--- src/rtl/way_select_controller.sv ---
// Cache way-select sequencer: resolves hit way or a tree-PLRU victim per lookup and keeps per-set PLRU state.
// Optional STATS_EN adds hit_count/miss_count outputs.
//
// state  | meaning
// IDLE   | waiting for a request, req_ready=1
// LOOKUP | one cycle: resolve way, update the set's PLRU tree
// RESP   | result presented until resp_ready
module way_select_controller #(
   parameter int ways = 8,
   parameter int sets = 64
) (
   input  logic                      clk,
   input  logic                      reset,
   input  logic                      req_valid,
   output logic                      req_ready,
   input  logic [$clog2(sets)-1:0]   req_set,
   input  logic [ways-1:0]           req_hit_vec,
   input  logic [ways-1:0]           req_valid_vec,
   output logic                      resp_valid,
   input  logic                      resp_ready,
   output logic                      resp_hit,
   output logic [$clog2(ways)-1:0]   resp_way,
   output logic                      resp_multi_hit
`ifdef STATS_EN
   ,
   output logic [31:0]               hit_count,
   output logic [31:0]               miss_count
`endif
);

   localparam int WW = $clog2(ways);
   localparam int SW = $clog2(sets);

   typedef enum logic [1:0] {IDLE, LOOKUP, RESP} state_t;

   state_t           state;
   logic [SW-1:0]    set_q;
   logic [ways-1:0]  hit_q;
   logic [ways-1:0]  valid_q;
   // Heap-ordered tree: node 1 is the root, children of n are 2n and 2n+1.
   logic [ways-1:1]  plru [sets];

   logic [ways-1:1]  tree_old;
   logic [ways-1:1]  tree_new;
   logic [WW-1:0]    node;
   logic [WW-1:0]    walk;
   logic             b;
   logic             nxt_hit;
   logic             nxt_multi;
   logic [WW-1:0]    nxt_way;

   always_comb begin
      tree_old  = plru[set_q];
      tree_new  = tree_old;
      nxt_hit   = |hit_q;
      nxt_multi = ($countones(hit_q) > 1);
      nxt_way   = '0;
      node      = WW'(1);
      walk      = '0;
      b         = 1'b0;
      if (nxt_hit) begin
         for (int i = ways - 1; i >= 0; i--)
            if (hit_q[i]) nxt_way = WW'(i);
      end else if (!(&valid_q)) begin
         for (int i = ways - 1; i >= 0; i--)
            if (!valid_q[i]) nxt_way = WW'(i);
      end else begin
         for (int l = 0; l < WW; l++) begin
            b       = tree_old[node];
            nxt_way = (nxt_way << 1) | WW'(b);
            node    = (node << 1) | WW'(b);
         end
      end
      // Point every node on the chosen way's path away from it.
      node = WW'(1);
      walk = nxt_way;
      for (int l = 0; l < WW; l++) begin
         b              = walk[WW-1];
         tree_new[node] = ~b;
         node           = (node << 1) | WW'(b);
         walk           = walk << 1;
      end
   end

   always_ff @(posedge clk or posedge reset) begin
      if (reset) begin
         state          <= IDLE;
         req_ready      <= 1'b1;
         resp_valid     <= 1'b0;
         resp_hit       <= 1'b0;
         resp_way       <= '0;
         resp_multi_hit <= 1'b0;
         set_q          <= '0;
         hit_q          <= '0;
         valid_q        <= '0;
         for (int s = 0; s < sets; s++) plru[s] <= '0;
`ifdef STATS_EN
         hit_count      <= '0;
         miss_count     <= '0;
`endif
      end else begin
         case (state)
            IDLE: begin
               if (req_valid) begin
                  set_q     <= req_set;
                  hit_q     <= req_hit_vec;
                  valid_q   <= req_valid_vec;
                  req_ready <= 1'b0;
                  state     <= LOOKUP;
               end
            end
            LOOKUP: begin
               resp_hit       <= nxt_hit;
               resp_way       <= nxt_way;
               resp_multi_hit <= nxt_multi;
               resp_valid     <= 1'b1;
               plru[set_q]    <= tree_new;
`ifdef STATS_EN
               if (nxt_hit) hit_count  <= hit_count + 32'd1;
               else         miss_count <= miss_count + 32'd1;
`endif
               state          <= RESP;
            end
            RESP: begin
               if (resp_ready) begin
                  resp_valid <= 1'b0;
                  req_ready  <= 1'b1;
                  state      <= IDLE;
               end
            end
            default: begin
               state     <= IDLE;
               req_ready <= 1'b1;
            end
         endcase
      end
   end

endmodule
--- config.mk ---
export PLATFORM = sky130hd
export DESIGN_NAME = way_select_controller
export DESIGN_NICKNAME = d
export VERILOG_FILES = /design/src/rtl/way_select_controller.sv
export SDC_FILE = /design/constraint.sdc
export NUM_CORES = 1
export LEC_CHECK = 0
export BUFFER_PORTS_ARGS = -buffer_cell sky130_fd_sc_hd__clkbuf_2
export CAP_MARGIN = 20
export CORE_MARGIN = 4
export CORE_UTILIZATION = 30
export CTS_CLUSTER_SIZE = 16
export DETAILED_ROUTE_END_ITERATION = 7
export GPL_ROUTABILITY_DRIVEN = 0
export HOLD_SLACK_MARGIN = 0.1
export PLACE_DENSITY = 0.52
export SYNTH_ARGS = -nofsm -noshare
export SYNTH_HDL_FRONTEND = slang
export SYNTH_SLANG_ARGS = --single-unit
--- constraint.sdc ---
create_clock -name clk -period 16.9 [get_ports clk]
set_clock_uncertainty 0.2 [all_clocks]
set_input_delay 0.845 -clock clk [delete_from_list [all_inputs] [get_ports clk]]
set_output_delay 0.845 -clock clk [all_outputs]
set_load 0.05 [all_outputs]
==> results of run 1 <==
==> per-layer routing <==
layer	part of all wire	wire [um]	GRT usage	vias up
met1	0.45	30500	0.240	8120
met4	0.042	2780	0.0662	0
met3	0.059	3960	0.0289	145
li1	-	-	-	7588
met2	0.45	29900	0.269	491
met5	0	0	0	-
==> worst register-to-register path, stage by stage (launching register included) <==
cell and delay (ps):
dfrtp_4 980, buf_4 910, mux4_2 440, and3_1 200, a21oi_1 200, o211ai_1 210
nor4_2 540, nor2_4 230, buf_4 340, a41oi_1 390, mux2i_4 640, buf_4 660
o21ai_0 230
==> final timing paths <==
| check | cells past startpoint | slack [ps] | start | endpoint |
|---|---|---|---|---|
| worst min-delay path | 2 | 210 | reset | plru[366] |
| max in group asynchronous | 3 | 14650 | reset | set_q[0] |
| min in group clk | 3 | 260 | req_hit_vec[7] | hit_q[7] |
| worst max-delay path | 12 | 10580 | set_q[2] | plru[440] |
| worst min register to register | 2 | 270 | plru[374] | plru[374] |
| worst max register to register | 12 | 10580 | set_q[2] | plru[440] |
==> Yosys cell counts (all sizes together), types with 3 or more instances <==
| library cell | n |
|---|---|
| nand2 | 562 |
| o21ai | 481 |
| dfrtp | 478 |
| clkbuf | 114 |
| buf | 69 |
| mux2 | 62 |
| mux2i | 57 |
| a221oi | 39 |
| a22oi | 39 |
| nor2 | 37 |
| mux4 | 31 |
| nand3 | 23 |
| inv | 21 |
| a21oi | 18 |
| and3 | 12 |
| nand2b | 12 |
| o22ai | 12 |
| nor3 | 10 |
| nor2b | 9 |
| a221o | 8 |
| a31oi | 8 |
| a32oi | 7 |
| nor3b | 7 |
| o221ai | 6 |
| a211oi | 5 |
| and2 | 5 |
| nand4 | 5 |
| a22o | 4 |
| fa | 4 |
| ha | 4 |
| or2 | 4 |
| nand4b | 3 |
| nor4b | 3 |
| o211ai | 3 |
| o2bb2ai | 3 |
| or3 | 3 |
==> cell usage in the layout, fill, tap and decap left out, types with 13 or more instances in the layout <==
cell       instances
nor2_1            33
a221oi_1          38
o21ai_0          292
nand2_1          562
a21oi_1           18
mux2_2            60
nand3_1           23
buf_4             40
o21ai_1          189
clkbuf_8          13
dfrtp_1          475
clkbuf_16         52
clkbuf_1          16
clkbuf_2          32
a22oi_1           39
mux4_2            31
mux2i_1           53
inv_1             20
==> metrics by stage <==
step	area, sq um	cells	util	power (mW)
after floorplan	21700	2195	-	2.98
after global placement	22600	3034	0.316	3.59
after detailed placement	22600	3034	0.316	3.64
after CTS	24300	3124	0.339	4.76
after global routing	24400	3128	0.340	5.03
final	24400	3128	0.340	4.75
==> sequential cells by signal, summed over array words and instances (netlist names) <==
signal / count
req_ready: 1
plru: 448
resp_way: 3
hit_q: 8
state: 2
resp_valid: 1
resp_hit: 1
valid_q: 8
set_q: 6
resp_multi_hit: 1
==> kinds of logic after synthesis <==
| family | count (synthesis) | share of synthesized area |
|---|---|---|
| simple gates | 699 | 0.133 |
| mux | 150 | 0.0919 |
| fa+ha+maj | 8 | 0.00599 |
| flops | 479 | 0.552 |
| buf+inv | 204 | 0.0420 |
| compound gates | 655 | 0.175 |
==> final cells by class <==
class	count	area share
tap	950	0.0488
clock buffer	81	0.0632
sequential	479	0.493
inverter	21	0.00354
timing repair buffer	76	0.0228
multi-input combinational	1512	0.365
clock inverter	9	0.00421
==> where the power goes <==
group          switching (mW)  leakage, nW  internal (mW)
combinational            1.32         3.10          0.584
clock                   0.468        0.804          0.639
sequential              0.250         6.53           1.49
total                    2.04         10.4           2.71
==> results.cfg, run 1 <==
[clocking]
cts_root_buf = clkbuf_16
cts_tree = yes
clk_pin_slew_ps = 70
clk_latency_ps = 620
cts.sinks = 479
cts_inserted_buffers = 52
post_cts_buffers = 0
htree_levels = 2
holdBufCountCts = 0
clockBufferDepth = 3
cts_resized = 0

[routing]
drt_iter0_drc = 1273
ant_nets = 0
firstDrtPassIters = 7
via_per_inst = 5.23
via_count = 16300
totalWireLength_um = 67100
remaining_drc_errors = 0
wl_per_cell_um = 21.4

[die]
io_pins = 33
die_y_um = 277
die_w_um = 277
core_sq_um = 71600
die-area_sq_um = 76700
start_util = 0.303
rows = 98

[worst_setup_path]
critical_path_required_ps = 17140
slowest_delay_ps = 980
cp_common_cell = buf_4
worst-path-buf-inv = 3
critPathTopFamily = buffers and inverters
critPathCaptureType = flip-flop
startpoint_type = flip-flop
worstPathArrival_ps = 6560
crit_slowest_cell = dfrtp_4
cp_max_fo = 57
path_cells = buf_4 -> mux4_2 -> and3_1 -> a21oi_1 -> o211ai_1 -> nor4_2 -> nor2_4 -> buf_4 -> a41oi_1 -> mux2i_4 -> buf_4 -> o21ai_0
crit_type = flip-flop to flip-flop

[logic_synthesis]
synth_edf_count = 0
synth_area_sq_um = 21700
yosys.cell_types.count = 72
ys_seq_area_frac = 0.552
synth_area_leaders = dfrtp_1 (55%), nand2_1 (9.7%), o21ai_0 (6.7%)
syn_nets = 2229
synth_top_area_share = 0.551
syn_avg_cell_area_sq_um = 9.89
synth_cells = 2195
synth-async-reset-ratio = 1.00
ys_ff_latch = 479
yosys.area.top_type = dfrtp_1
yosys_warnings = 0
synth-main-ff-cell = dfrtp_1

[global_routing]
grt_first_pass_wirelength_um = 103000
grt_start_max_net_pins = 112
antenna_found_initial = 0
grt_usage = 0.172
grt_pass1_vias = 16200
grt_overflow = 0

[sta]
rsz0062_at_grt = false
worst_slew_pin_slew_ps = 1190
report.final.slew_viol_count = 0
slew_headroom = 0.205
hold_violations = 0
setup_tns_ps = 0
layout_min_cycle_time_ps = 6320
whs_ps = 215
fin_ws_ps = 10580
fmax_mhz = 158
fin_crit_sh = 0.374
finalSetupViolCount = 0

[finish]
fillers = 7349
drive_above_1_share = 0.124
area_delta_synth_final_pct = 12.2
fin_nets = 2176
regArea_sq_um = 12000
antenna_cells = 0
multi_input_area_sq_um = 8880

[placed_design]
place_ws_ps = 10620
portBuffers = 32
hpwl_um = 42500

[run_status]
status = completed

[run]
cap_violations = 0

[pwr]
ir_worst_vdd_mv = 0.138
p_per_area_nw_per_um2 = 195
p_leak_nw = 10.4

[min_path]
holdCritPathClass = input pin to async pin
No activity file was read; power rests on OpenSTA's default activity.
==> run 2, diff against run 1 <==
--- a/config.mk
+++ b/config.mk
@@ -5,6 +5,7 @@
 export SDC_FILE = /design/constraint.sdc
 export NUM_CORES = 1
 export LEC_CHECK = 0
+export ABC_AREA = 1
 export BUFFER_PORTS_ARGS = -buffer_cell sky130_fd_sc_hd__clkbuf_2
 export CAP_MARGIN = 20
 export CORE_MARGIN = 4
@@ -13,7 +14,7 @@
 export DETAILED_ROUTE_END_ITERATION = 7
 export GPL_ROUTABILITY_DRIVEN = 0
 export HOLD_SLACK_MARGIN = 0.1
-export PLACE_DENSITY = 0.52
+export PLACE_DENSITY = 0.53
 export SYNTH_ARGS = -nofsm -noshare
 export SYNTH_HDL_FRONTEND = slang
 export SYNTH_SLANG_ARGS = --single-unit
==> constraint.sdc (replaced) <==
create_clock -name clk -period 5.3 [get_ports clk]
set_clock_uncertainty 0.2 [all_clocks]
set_input_delay 0.265 -clock clk [delete_from_list [all_inputs] [get_ports clk]]
set_output_delay 0.265 -clock clk [all_outputs]
set_load 0.05 [all_outputs]
==> run 2 against run 1 <==
Total power grew to 3.1 times the previous value. Clock-buffer cell count did not move. Largest cell class unchanged. Wire length rose by 19%. Hold slack lost 8.8 ps. Sequential cell count unchanged. Final cell count up 37%. Utilization rose by 1.2 points. Largest power group unchanged.
==> results.cfg, run 2 <==
[routing]
wl_per_cell_um = 18.6
drt_iter0_drc = 2048
via_per_inst = 4.81
firstDrtPassIters = 5
remaining_drc_errors = 0
ant_nets = 0
totalWireLength_um = 79600
via_count = 20500

[worst_setup_path]
path_cells = nand2_2 -> nor2_4 -> nand2_1 -> nand2_1 -> nor2_1 -> nand2_1 -> nand2_1 -> nand2_1 -> nor2_1 -> nand2_1 -> or2_1 -> nand2_1 -> nand2_2 -> buf_4 -> nor2_1 -> nand3_1 -> nand2_2 -> buf_12 -> nand2_1 -> nand2_1
critPathCaptureType = flip-flop
critical_path_required_ps = 5600
endpoint = plru[130]
slowest_delay_ps = 750
rrSetupSlack_ps = 690
startpoint_type = flip-flop
cp_max_fo = 26
crit_type = flip-flop to flip-flop
crit_slowest_cell = nor2_4
startpoint = set_q[1]
rr_endpoint = plru[130]
worstPathArrival_ps = 4900
cp_common_cell = nand2_1
r2r-start = set_q[1]
rr_worst_depth = 20

[clocking]
cts_inserted_buffers = 54
clk_latency_ps = 620
post_cts_buffers = 0
clk_pin_slew_ps = 60
htree_levels = 2
cts_root_buf = clkbuf_16
clockBufferDepth = 3
cts_tree = yes
cts.sinks = 479

[pwr]
ir_worst_vdd_mv = 0.531
p_leak_nw = 13.7
clockPowerShare = 0.269
p_switching_mw = 6.51
p_int_mw = 8.44
p_per_area_nw_per_um2 = 559
p_sw_frac = 0.435
p_seq_frac = 0.340
comb_power_share = 0.391
power_mw = 14.9

[die]
die_y_um = 285
start_util = 0.304
die-area_sq_um = 81500
io_pins = 33
rows = 101
die_w_um = 285
core_sq_um = 76100

[finish]
largest_reg_flops = 448
fin_nets = 3231
fin_cells = 4271
area_delta_synth_final_pct = 15.9
largestRegisters = plru: 448 flops, hit_q: 8 flops, valid_q: 8 flops
antenna_cells = 0
mostFrequentLayoutCell = nand2_1
final_util = 0.352
largest-register = plru
mostFrequentLayoutCells = nand2_1 (1,670), dfrtp_1 (475), o21ai_0 (252)
drive_above_1_share = 0.0713

[run_status]
status = completed

[logic_synthesis]
synth_top_area_share = 0.518
ys_seq_area_frac = 0.519
yosysMostFrequentCell = nand2_1
yosys.cell_types.count = 42
synth-async-reset-ratio = 1.00
synth_edf_count = 0
synth-main-ff-cell = dfrtp_1
syn_avg_cell_area_sq_um = 7.39
yosys_warnings = 0
synth_area_leaders = dfrtp_1 (52%), nand2_1 (27%), o21ai_0 (5.5%)
synth_cells = 3124
ys_ff_latch = 479
yosys.area.top_type = dfrtp_1
syn_nets = 3158
synth_area_sq_um = 23100
synthTopCellsByCount = nand2_1 (1,670), dfrtp_1 (478), o21ai_0 (252)

[run]
cap_violations = 0

[global_routing]
grt_first_pass_wirelength_um = 124000
grt_usage = 0.194
grt_overflow = 0
grt_start_max_net_pins = 173
antenna_found_initial = 0
grt_pass1_vias = 20000

[sta]
report.final.slew_viol_count = 0
fin_crit_sh = 0.869
fmax_mhz = 217
finalSetupViolCount = 0
layout_min_cycle_time_ps = 4610
hold_violations = 0
rsz0062_at_grt = false
slew_headroom = 0.182
worst_slew_pin_slew_ps = 1230

[placed_design]
hpwl_um = 51700
portBuffers = 32
place_inst = 4138

[min_path]
holdCritPathClass = input pin to flip-flop
[run 2: cell count changes after synthesis, sizes merged, moves of 29 or more]
cell and change:
mux2 -62, a21oi +29, mux4 -31, nand3 +50, a22oi -36, inv +65
mux2i -56, o21ai -210, nor2 +154, nor3 +37, a221oi -39, clkbuf -75
clkinv +65, nand2 +1116
[run 2: worst min path at each step]
stage | cells after the start | to | from
5_1_grt | 4 | set_q[0] | req_set[0]
2_1_floorplan | 2 | hit_q[2] | req_hit_vec[2]
3_3_place_gp | 2 | plru[260] | reset
3_5_place_dp | 2 | plru[260] | reset
6_report | 4 | hit_q[6] | req_hit_vec[6]
4_1_cts | 4 | hit_q[6] | req_hit_vec[6]
[run 2: cell families after synthesis]
kind of cell	count (synthesis)	synth area share
buffers and inverters	272	0.0547
muxes	1	0.000433
DFF	479	0.519
adders and majority gates	8	0.00563
and+or+nand+nor	2022	0.343
AOI/OAI and AO/OA	342	0.0773
[run 2: metal layers]
layer / global-route usage / up-vias / wire length, um / share of wire
li1: - / 9885 / - / -
met1: 0.281 / 9857 / 36800 / 0.46
met2: 0.302 / 641 / 35300 / 0.44
met3: 0.0267 / 147 / 4940 / 0.062
met4: 0.0641 / 0 / 2470 / 0.031
met5: 0 / - / 0 / 0
[run 2: critical path, delay by kind of cell (launching register included)]
| kind | cells | cell delay [ps] |
|---|---|---|
| buf+inv | 2 | 640 |
| simple gates | 18 | 2900 |
| flops | 1 | 690 |
[run 2: layout make-up]
cell class	instances	area, sq um
inverters	151	578
clock inverters	19	302
multi-input cells	2373	9870
fillers	8186	49300
repair buffers	138	1150
flip-flops and latches	479	12000
well taps	1030	1290
clock buffers	81	1570
[run 2: repair_timing]
action,in CTS,in global routing
resized for setup,0,0
hold endpoints to repair,383,0
hold buffers,33,0
[run 2: power groups by stage]
stage / sequential (mW) / combinational [mW] / clock, mW
finish: 5.08 / 5.85 / 4.02
global route: 5.19 / 6.39 / 4.24
CTS: 5.07 / 5.81 / 4.08
detailed placement: 5.12 / 5.73 / 0
global placement: 5.12 / 5.71 / 0
floorplan: 5.03 / 3.58 / 0
[run 2: through the flow]
stage          area, sq um  setup slack [ps]  TNS (ps)  hold WS [ps]
2_1_floorplan        23100             -1650   -791060           175
3_3_place_gp         24600               742         0          78.8
3_5_place_dp         24600               740         0          81.1
4_1_cts              26800               710         0           175
5_1_grt              26800               325         0           230
6_report             26800               694         0           206
